File: config.mk
export PLATFORM = sky130hd
export DESIGN_NAME = pipeline_hazard_ctrl
export DESIGN_NICKNAME = d
export VERILOG_FILES = /design/src/rtl/pipe_ctrl_pkg.sv /design/src/rtl/load_use_detect.sv /design/src/rtl/pipeline_hazard_ctrl.sv
export SDC_FILE = /design/constraint.sdc
export NUM_CORES = 1
export LEC_CHECK = 0
export ABC_AREA = 1
export CORE_MARGIN = 5
export CORE_UTILIZATION = 40
export DETAILED_ROUTE_END_ITERATION = 8
export GPL_TIMING_DRIVEN = 0
export PLACE_DENSITY_LB_ADDON = 0.1
export SLEW_MARGIN = 25
export SYNTH_ARGS = -nofsm -noshare
export SYNTH_HDL_FRONTEND = slang
export SYNTH_SLANG_ARGS = --single-unit
File: constraint.sdc
create_clock -name clk -period 2.2 [get_ports clk]
set_clock_uncertainty 0.1 [all_clocks]
set_input_delay 0.55 -clock clk [delete_from_list [all_inputs] [get_ports clk]]
set_output_delay 0.55 -clock clk [all_outputs]
set_load 0.02 [all_outputs]
File: src/rtl/pipe_ctrl_pkg.sv
// rtl/pipe_ctrl_pkg.sv - shared M-field encoding and sequencer state type for the pipeline controls
package pipe_ctrl_pkg;

  localparam int M_BRANCH   = 2;
  localparam int M_MEMREAD  = 1;
  localparam int M_MEMWRITE = 0;

  localparam logic [4:0] REG_ZERO = 5'd0;

  typedef enum logic [1:0] {
    RUN      = 2'd0,
    MEM_WAIT = 2'd1,
    MEM_ERR  = 2'd2
  } ctrl_state_e;

endpackage

File: src/rtl/load_use_detect.sv
// rtl/load_use_detect.sv - flags an ID instruction reading the destination of a load still in ID_EX
module load_use_detect
  import pipe_ctrl_pkg::*;
(
  input  logic [4:0] id_rs,
  input  logic [4:0] id_rt,
  input  logic       id_uses_rt,
  input  logic       idex_mem_read,
  input  logic [4:0] idex_rt,
  output logic       load_use
);

  // $zero is never a real dependency, so a load targeting it never stalls.
  always_comb begin
    load_use = idex_mem_read && (idex_rt != REG_ZERO) &&
               ((idex_rt == id_rs) || (id_uses_rt && (idex_rt == id_rt)));
  end

endmodule

File: src/rtl/pipeline_hazard_ctrl.sv
// rtl/pipeline_hazard_ctrl.sv - stall/flush sequencer for the 5-stage pipeline registers
module pipeline_hazard_ctrl
  import pipe_ctrl_pkg::*;
#(
  parameter int MEM_TIMEOUT = 16,
  parameter int CNT_W       = 16
) (
  input  logic             clk,
  input  logic             reset,
  input  logic [4:0]       id_rs,
  input  logic [4:0]       id_rt,
  input  logic             id_uses_rt,
  input  logic             idex_mem_read,
  input  logic [4:0]       idex_rt,
  input  logic [2:0]       exmem_m,
  input  logic             branch_taken,
  input  logic             dmem_ready,
  output logic             pc_en,
  output logic             ifid_en,
  output logic             ifid_flush,
  output logic             idex_en,
  output logic             idex_bubble,
  output logic             exmem_en,
  output logic             memwb_bubble,
  output logic             dmem_req,
  output logic             mem_err,
  output logic [CNT_W-1:0] stall_cnt,
  output logic [CNT_W-1:0] flush_cnt
);

  localparam int WAIT_W = $clog2(MEM_TIMEOUT + 1);
  localparam logic [WAIT_W-1:0] WAIT_LAST = WAIT_W'(MEM_TIMEOUT - 1);

  ctrl_state_e       state;
  logic [WAIT_W-1:0] wait_cnt;
  logic              mem_op;
  logic              load_use;
  logic              freeze;
  logic              branch_flush;
  logic              branch_bit_unused;

  // The Branch bit is already folded into branch_taken upstream.
  assign branch_bit_unused = exmem_m[M_BRANCH];
  assign mem_op = exmem_m[M_MEMREAD] | exmem_m[M_MEMWRITE];

  load_use_detect u_load_use_detect (
    .id_rs         (id_rs),
    .id_rt         (id_rt),
    .id_uses_rt    (id_uses_rt),
    .idex_mem_read (idex_mem_read),
    .idex_rt       (idex_rt),
    .load_use      (load_use)
  );

  always_comb begin
    pc_en        = 1'b1;
    ifid_en      = 1'b1;
    idex_en      = 1'b1;
    exmem_en     = 1'b1;
    ifid_flush   = 1'b0;
    idex_bubble  = 1'b0;
    memwb_bubble = 1'b0;
    dmem_req     = 1'b0;
    freeze       = 1'b0;
    branch_flush = 1'b0;
    if (reset) begin
      pc_en        = 1'b0;
      ifid_en      = 1'b0;
      idex_en      = 1'b0;
      exmem_en     = 1'b0;
      ifid_flush   = 1'b1;
      idex_bubble  = 1'b1;
      memwb_bubble = 1'b1;
    end else begin
      case (state)
        RUN: begin
          freeze   = mem_op && !dmem_ready;
          dmem_req = mem_op;
        end
        MEM_WAIT: begin
          freeze   = !dmem_ready;
          dmem_req = mem_op;
        end
        default: freeze = 1'b1;
      endcase
      // A freeze holds every register, so pending branch/load-use resolve on release.
      if (freeze) begin
        pc_en        = 1'b0;
        ifid_en      = 1'b0;
        idex_en      = 1'b0;
        exmem_en     = 1'b0;
        memwb_bubble = 1'b1;
      end else if (branch_taken) begin
        ifid_flush   = 1'b1;
        idex_bubble  = 1'b1;
        branch_flush = 1'b1;
      end else if (load_use) begin
        pc_en        = 1'b0;
        ifid_en      = 1'b0;
        idex_bubble  = 1'b1;
      end
    end
  end

  always_ff @(posedge clk) begin
    if (reset) begin
      state     <= RUN;
      wait_cnt  <= '0;
      mem_err   <= 1'b0;
      stall_cnt <= '0;
      flush_cnt <= '0;
    end else begin
      case (state)
        RUN: begin
          if (freeze) begin
            wait_cnt <= WAIT_W'(1);
            state    <= MEM_WAIT;
          end
        end
        MEM_WAIT: begin
          if (dmem_ready) begin
            wait_cnt <= '0;
            state    <= RUN;
          end else if (wait_cnt == WAIT_LAST) begin
            mem_err  <= 1'b1;
            state    <= MEM_ERR;
          end else begin
            wait_cnt <= wait_cnt + WAIT_W'(1);
          end
        end
        MEM_ERR: ;
        default: state <= RUN;
      endcase
      if (!pc_en && (stall_cnt != '1)) stall_cnt <= stall_cnt + CNT_W'(1);
      if (branch_flush && (flush_cnt != '1)) flush_cnt <= flush_cnt + CNT_W'(1);
    end
  end

endmodule
# [After elaboration in Yosys (flattened, before gate mapping)]
# Index checks and enable logic that the tools add are counted.
[totals] reg_bits=40 inputBits=24 out_inout_bits=41 wordCells=66
[op_classes] n_addsub=3 eq_ne=10 n_mux=29 bitwise=3 n_reduce_logical=16
[op_table] cell="$add 16x1->16 const B" count=2
[op_table] cell="$ne 16x16->1 const B" count=2
[op_table] cell="$mux 1" count=20
[op_table] cell="$mux 5" count=3
[op_table] cell="$eq 5x5->1" count=2
[op_table] cell="$pmux 5 s2" count=1
[op_table] cell="$reduce_and 3->1" count=3
[op_table] cell="$logic_and 1x1->1" count=6
[op_table] cell="$mux 2" count=3
[op_table] cell="$ne 3x3->1 const B" count=2
[op_table] cell="$pmux 2 s3" count=1
[op_table] cell="$add 5x1->5 const B" count=1
[op_table] cell="$eq 5x4->1 const B" count=1
[op_table] cell="$reduce_bool 5->1" count=1
[op_table] cell="$eq 2x1->1 const B" count=1
[op_table] cell="$eq 2x2->1 const B" count=1
[op_table] cell="$logic_not 1->1" count=2
[op_table] cell="$logic_not 2->1" count=1
[op_table] cell="$ne 2x2->1 const B" count=1
[op_table] cell="$not 1->1" count=2
[op_table] cell="$pmux 1 s2" count=1
[op_table] cell="$reduce_bool 2->1" count=1
[op_table] cell="$reduce_or 2->1" count=1
[op_table] cell="$logic_or 1x1->1" count=1
[op_table] cell="$or 1x1->1" count=1

# [Longest topological paths before layout]
[depth] ltp_word=10 depth_mapped=12

# [Cells and area by module]
# From an unflattened synthesis, not the netlist that was laid out.
[hier_totals] hier_cells=443 area_unflattened_um2=2687.6
[modules_own_cells] mod="pipeline_hazard_ctrl" instances=1 cells_each=391 area_per_inst_um2=2481.1 seq_area_each_um2=800.8
[modules_own_cells] mod="load_use_detect" instances=1 cells_each=52 area_per_inst_um2=206.4 seq_area_each_um2=0.0

# [Worst setup path before layout]
# Ideal clock, no wire load.
[synth_timing] path_kind="input port to output port" start="input port exmem_m[0]" end="output port pc_en" t_arrival_ps=1819 slack_ps=-269 stages=10 cell_sequence="nor2_2 > a21oi_2 > nor2_4 > nand2_2 > inv_2 > nand2_2 > buf_6 > buf_12 > inv_1 > buf_4"
[synth_between] elab_chain_len=6
[synth_rtl] element="start, declared" line_no="pipeline_hazard_ctrl.sv:15" text="input logic [2:0] exmem_m,"
[synth_rtl] element="$or 1x1->1" line_no="pipeline_hazard_ctrl.sv:44" text="assign mem_op = exmem_m[M_MEMREAD] | exmem_m[M_MEMWRITE];"
[synth_rtl] element="$logic_and 1x1->1" line_no="pipeline_hazard_ctrl.sv:77" text="freeze = mem_op && !dmem_ready;"
[synth_rtl] element="$pmux 1 s2" line_no="pipeline_hazard_ctrl.sv:75" text="case (state)"
[synth_rtl] element="$mux 1" line_no="pipeline_hazard_ctrl.sv:66" text="if (reset) begin"
[synth_rtl] element="$mux 1 (2 in a row)"
[synth_rtl] element="end, declared" line_no="pipeline_hazard_ctrl.sv:18" text="output logic pc_en,"
# Every way passes these cells. The select of a mux whose other input is x is not followed.

# [Worst setup path in the final report]
[layout_timing] start="input port idex_rt[4]" end="output port pc_en"
[layout_between] elab_chain_len=8 elab_cells_between_ends=11
[layout_rtl] element="start, declared" line_no="pipeline_hazard_ctrl.sv:14" text="input logic [4:0] idex_rt,"
[layout_rtl] element="$eq 5x5->1" line_no="load_use_detect.sv:16" text="((idex_rt == id_rs) || (id_uses_rt && (idex_rt == id_rt)));"
[layout_rtl] element="$logic_and 1x1->1" line_no="load_use_detect.sv:16"
[layout_rtl] element="$logic_or 1x1->1" line_no="load_use_detect.sv:16"
[layout_rtl] element="$logic_and 1x1->1 *" line_no="load_use_detect.sv:15" text="load_use = idex_mem_read && (idex_rt != REG_ZERO) &&"
[layout_rtl] element="$mux 1 *" line_no="pipeline_hazard_ctrl.sv:97" text="end else if (load_use) begin"
[layout_rtl] element="$mux 1 *" line_no="pipeline_hazard_ctrl.sv:93" text="end else if (branch_taken) begin"
[layout_rtl] element="$mux 1 *" line_no="pipeline_hazard_ctrl.sv:87" text="if (freeze) begin"
[layout_rtl] element="$mux 1 *" line_no="pipeline_hazard_ctrl.sv:66"
# Every way passes the cells marked *; elsewhere a longest branch is shown, timed or not.

==> results_dict.tcl <==
set metrics [dict create \
    status "finished, violations left" \
    violations "negative setup slack" \
    leakagePower_nw 1.40 \
    grt_usage 0.160 \
    grt_max_degree 13 \
    end_kind "primary output" \
    reg2reg_to "flush_cnt[0]$_SDFFE_PP0P_" \
    syn-cell-area_mm2 0.00258 \
    switching_share 0.255 \
    layout_setup_ws_ps -46.3 \
    register_area_um2 801 \
    worstHoldStart "wait_cnt[4]$_SDFFE_PP0P_" \
    grt_pass1_wl_mm 11.1 \
    startpoint "idex_rt[4]" \
    die_x_um 90.4 \
    relSlewSlack 0.554 \
    area_growth_pct 33.9 \
    power_switching_w 0.000431 \
    p_clk_frac 0.393 \
    n_fill_cell 630 \
    coreArea_mm2 0.00631 \
    max-cap-violations 0 \
    rr_worst_depth 8 \
    drt-pass1-iter-count 4 \
    min_period_over_period 1.02 \
    period_minus_slack_ps 2250 \
    yosysUniqueCellTypes 31 \
    rrSetupSlack_ps 270 \
    holdPathEnd "wait_cnt[4]$_SDFFE_PP0P_" \
    root_buffer "clkbuf_8" \
    layout.nets 475 \
    vias 2540 \
    final_util 0.548 \
    clock_sinks 40 \
    floorplan.initialDensity 0.409 \
    die_area_mm2 0.00817 \
    multiInputGateArea_mm2 0.00155 \
    clk_pin_slew_worst_paths_ps 80 \
    preCtsSetupSlack_ps -1180 \
    fp.dieH_um 90.4 \
    via_per_inst 4.84 \
    p_per_area_mw_per_mm2 488 \
    ir_worst_vdd_v 0.000370 \
    io_pins 65 \
    hold_buffers 0 \
    rr_startpoint "flush_cnt[0]$_SDFFE_PP0P_" \
    num_antenna_cells 0 \
    rsz0062_at_grt "yes" \
    gp_congestion 0.825 \
    setup_viol_count_final 1 \
    avgSynthCellArea_um2 6.95 \
    ant_nets 0 \
    yosysWarnings 0 \
    max_freq_ghz 0.445 \
    cts_max_path_buffers 2 \
    dp_hpwl_mm 4.86 \
    rows 29 \
    hold_depth 2 \
    hp-class "reg2reg" \
    hold_viol 0 \
    worstMarginPinSlew_ps 670 \
    antenna_found_initial 0 \
    final_max_slew_viol_count 0 \
    startpoint_type "input port" \
    worst_ep_required_time_ps 1550 \
    portBuffers 63 \
    drive_gt1_frac 0.219 \
    drt_iter0_markers 85 \
    crit_fanout 3 \
    syn_nets 400 \
    finalWirelength_mm 6.42 \
    cts_buffers 5 \
    cts.htree.levels 2 \
    overflow 0 \
    grt_pass1_vias 2463 \
    synthCells 372 \
    wl_per_cell_um 12.2 \
    arrival_ps 1600 \
    seqPwrFrac 0.444 \
    power_frac_comb 0.162 \
    cts_tree "done" \
    ys_ff_latch 40 \
    critPathKind "in2out" \
    route.detailed.drc 0 \
    clk_latency_ps 300 \
    p_int_w 0.00126 \
    ys_seq_area_frac 0.310 \
]
-- routing by layer --
layer  GRT usage  wire [um]  up-vias
met5           0          0        -
met4      0.0459        119        0
met3      0.0425        312        8
met2       0.273       3040       50
met1       0.195       2950     1140
li1            -          -     1342
-- kinds of logic (layout without fill, tap and decap cells) --
kind of cell,count (synthesis),count (layout),share of synthesized area
and+or+nand+nor,200,200,0.383
buffers and inverters,59,135,0.106
AOI/OAI and AO/OA,47,47,0.108
DFF,40,40,0.310
adders and majority gates,4,4,0.0194
xor gates and xnor gates,22,22,0.0746
-- state kept, by name, indices dropped and copies added (netlist names) --
name / cells
mem_err: 1
stall_cnt: 16
flush_cnt: 16
wait_cnt: 5
state: 2
-- cell usage after synthesis, drive strengths merged --
| master | count | area (um2) |
|---|---|---|
| xnor2 | 11 | 96.3 |
| dfxtp | 40 | 801 |
| nand2 | 94 | 400 |
| buf | 8 | 81.3 |
| nand4 | 8 | 50.1 |
| nand3b | 1 | 7.51 |
| nor3 | 13 | 65.1 |
| a21oi | 36 | 218 |
| ha | 4 | 50.1 |
| a31o | 1 | 8.76 |
| or2 | 1 | 8.76 |
| clkbuf | 4 | 15.0 |
| o31ai | 1 | 7.51 |
| inv | 47 | 176 |
| nand3 | 37 | 230 |
| nor2 | 44 | 211 |
| xor2 | 11 | 96.3 |
| o21ai | 9 | 45.0 |
| nor3b | 2 | 15.0 |
-- critical path, stage by stage --
cell and delay, ps:
buf_8 80, inv_4 30, nand2_1 60, nand2_1 50
nor2_1 140, nand3_1 100, nand2_2 80, nand3_2 80
nand2_4 110, clkinvlp_4 90, buf_6 110, buf_6 120
-- layout make-up --
type                    count  share of cell area
plain buffers              10              0.0210
well taps                  77              0.0278
inverters                  47              0.0542
flip-flops and latches     40               0.231
multi-input cells         273               0.447
repair buffers             70               0.182
clock buffers               7              0.0278
clock inverters             1             0.00868
-- power groups by stage --
stage	sequential (W)	clock (W)	combinational, W
floorplan	0.000772	0	0.000157
global placement	0.000766	0	0.000275
detailed placement	0.000766	0	0.000278
CTS	0.000749	0.000682	0.000274
global route	0.000752	0.000707	0.000301
finish	0.000750	0.000664	0.000274
-- how the worst max path moves through the flow --
stage | endpoint | slack (ps) | cells after the start
after floorplan | pc_en | -100 | 10
after global routing | pc_en | -150 | 11
after CTS | pc_en | -120 | 12
final | pc_en | -50 | 12
after global placement | pc_en | -1180 | 14
after detailed placement | pc_en | -1180 | 14
-- per-stage QoR --
step	hold slack [ps]	std cells	total power [W]	cell area [um2]	TNS, ps
final	365	525	0.00169	3460	-46.3
after global routing	386	525	0.00176	3460	-228
after detailed placement	354	512	0.00104	3350	-10870
after floorplan	336	372	0.000929	2620	-102
after CTS	366	524	0.00171	3460	-203
after global placement	352	512	0.00104	3350	-10190
-- cells in the final DEF (no fill, tap or decap), types with 2 or more instances in the layout --
master	Yosys	routed
xnor2_1	11	10
nand3_2	9	9
nand2_1	83	83
buf_6	3	11
inv_2	6	7
a21oi_1	26	26
nand2_2	7	5
nor3_1	13	13
nor2_4	3	5
o21ai_1	2	3
nand2_4	4	6
buf_4	3	10
clkbuf_1	4	3
clkdlybuf4s50_1	0	34
clkbuf_2	0	3
dlygate4sd2_1	0	2
dfxtp_1	40	40
nand4_1	8	8
ha_1	4	4
clkdlybuf4s15_1	0	2
clkbuf_8	0	7
a21oi_2	10	9
xor2_1	11	11
buf_8	0	2
nor2_1	37	36
nor2_2	3	2
nor3b_1	2	2
buf_2	1	12
nand3_1	28	28
inv_1	41	37
o21ai_0	7	6
-- what timing repair did --
item | 4_1_cts | 5_1_grt
gates resized for setup | 116 | 14
endpoints found under the setup margin | 8 | 6
setup buffers | 5 | 2
pin swaps | 26 | 12
No activity file was read; power rests on OpenSTA's default activity.
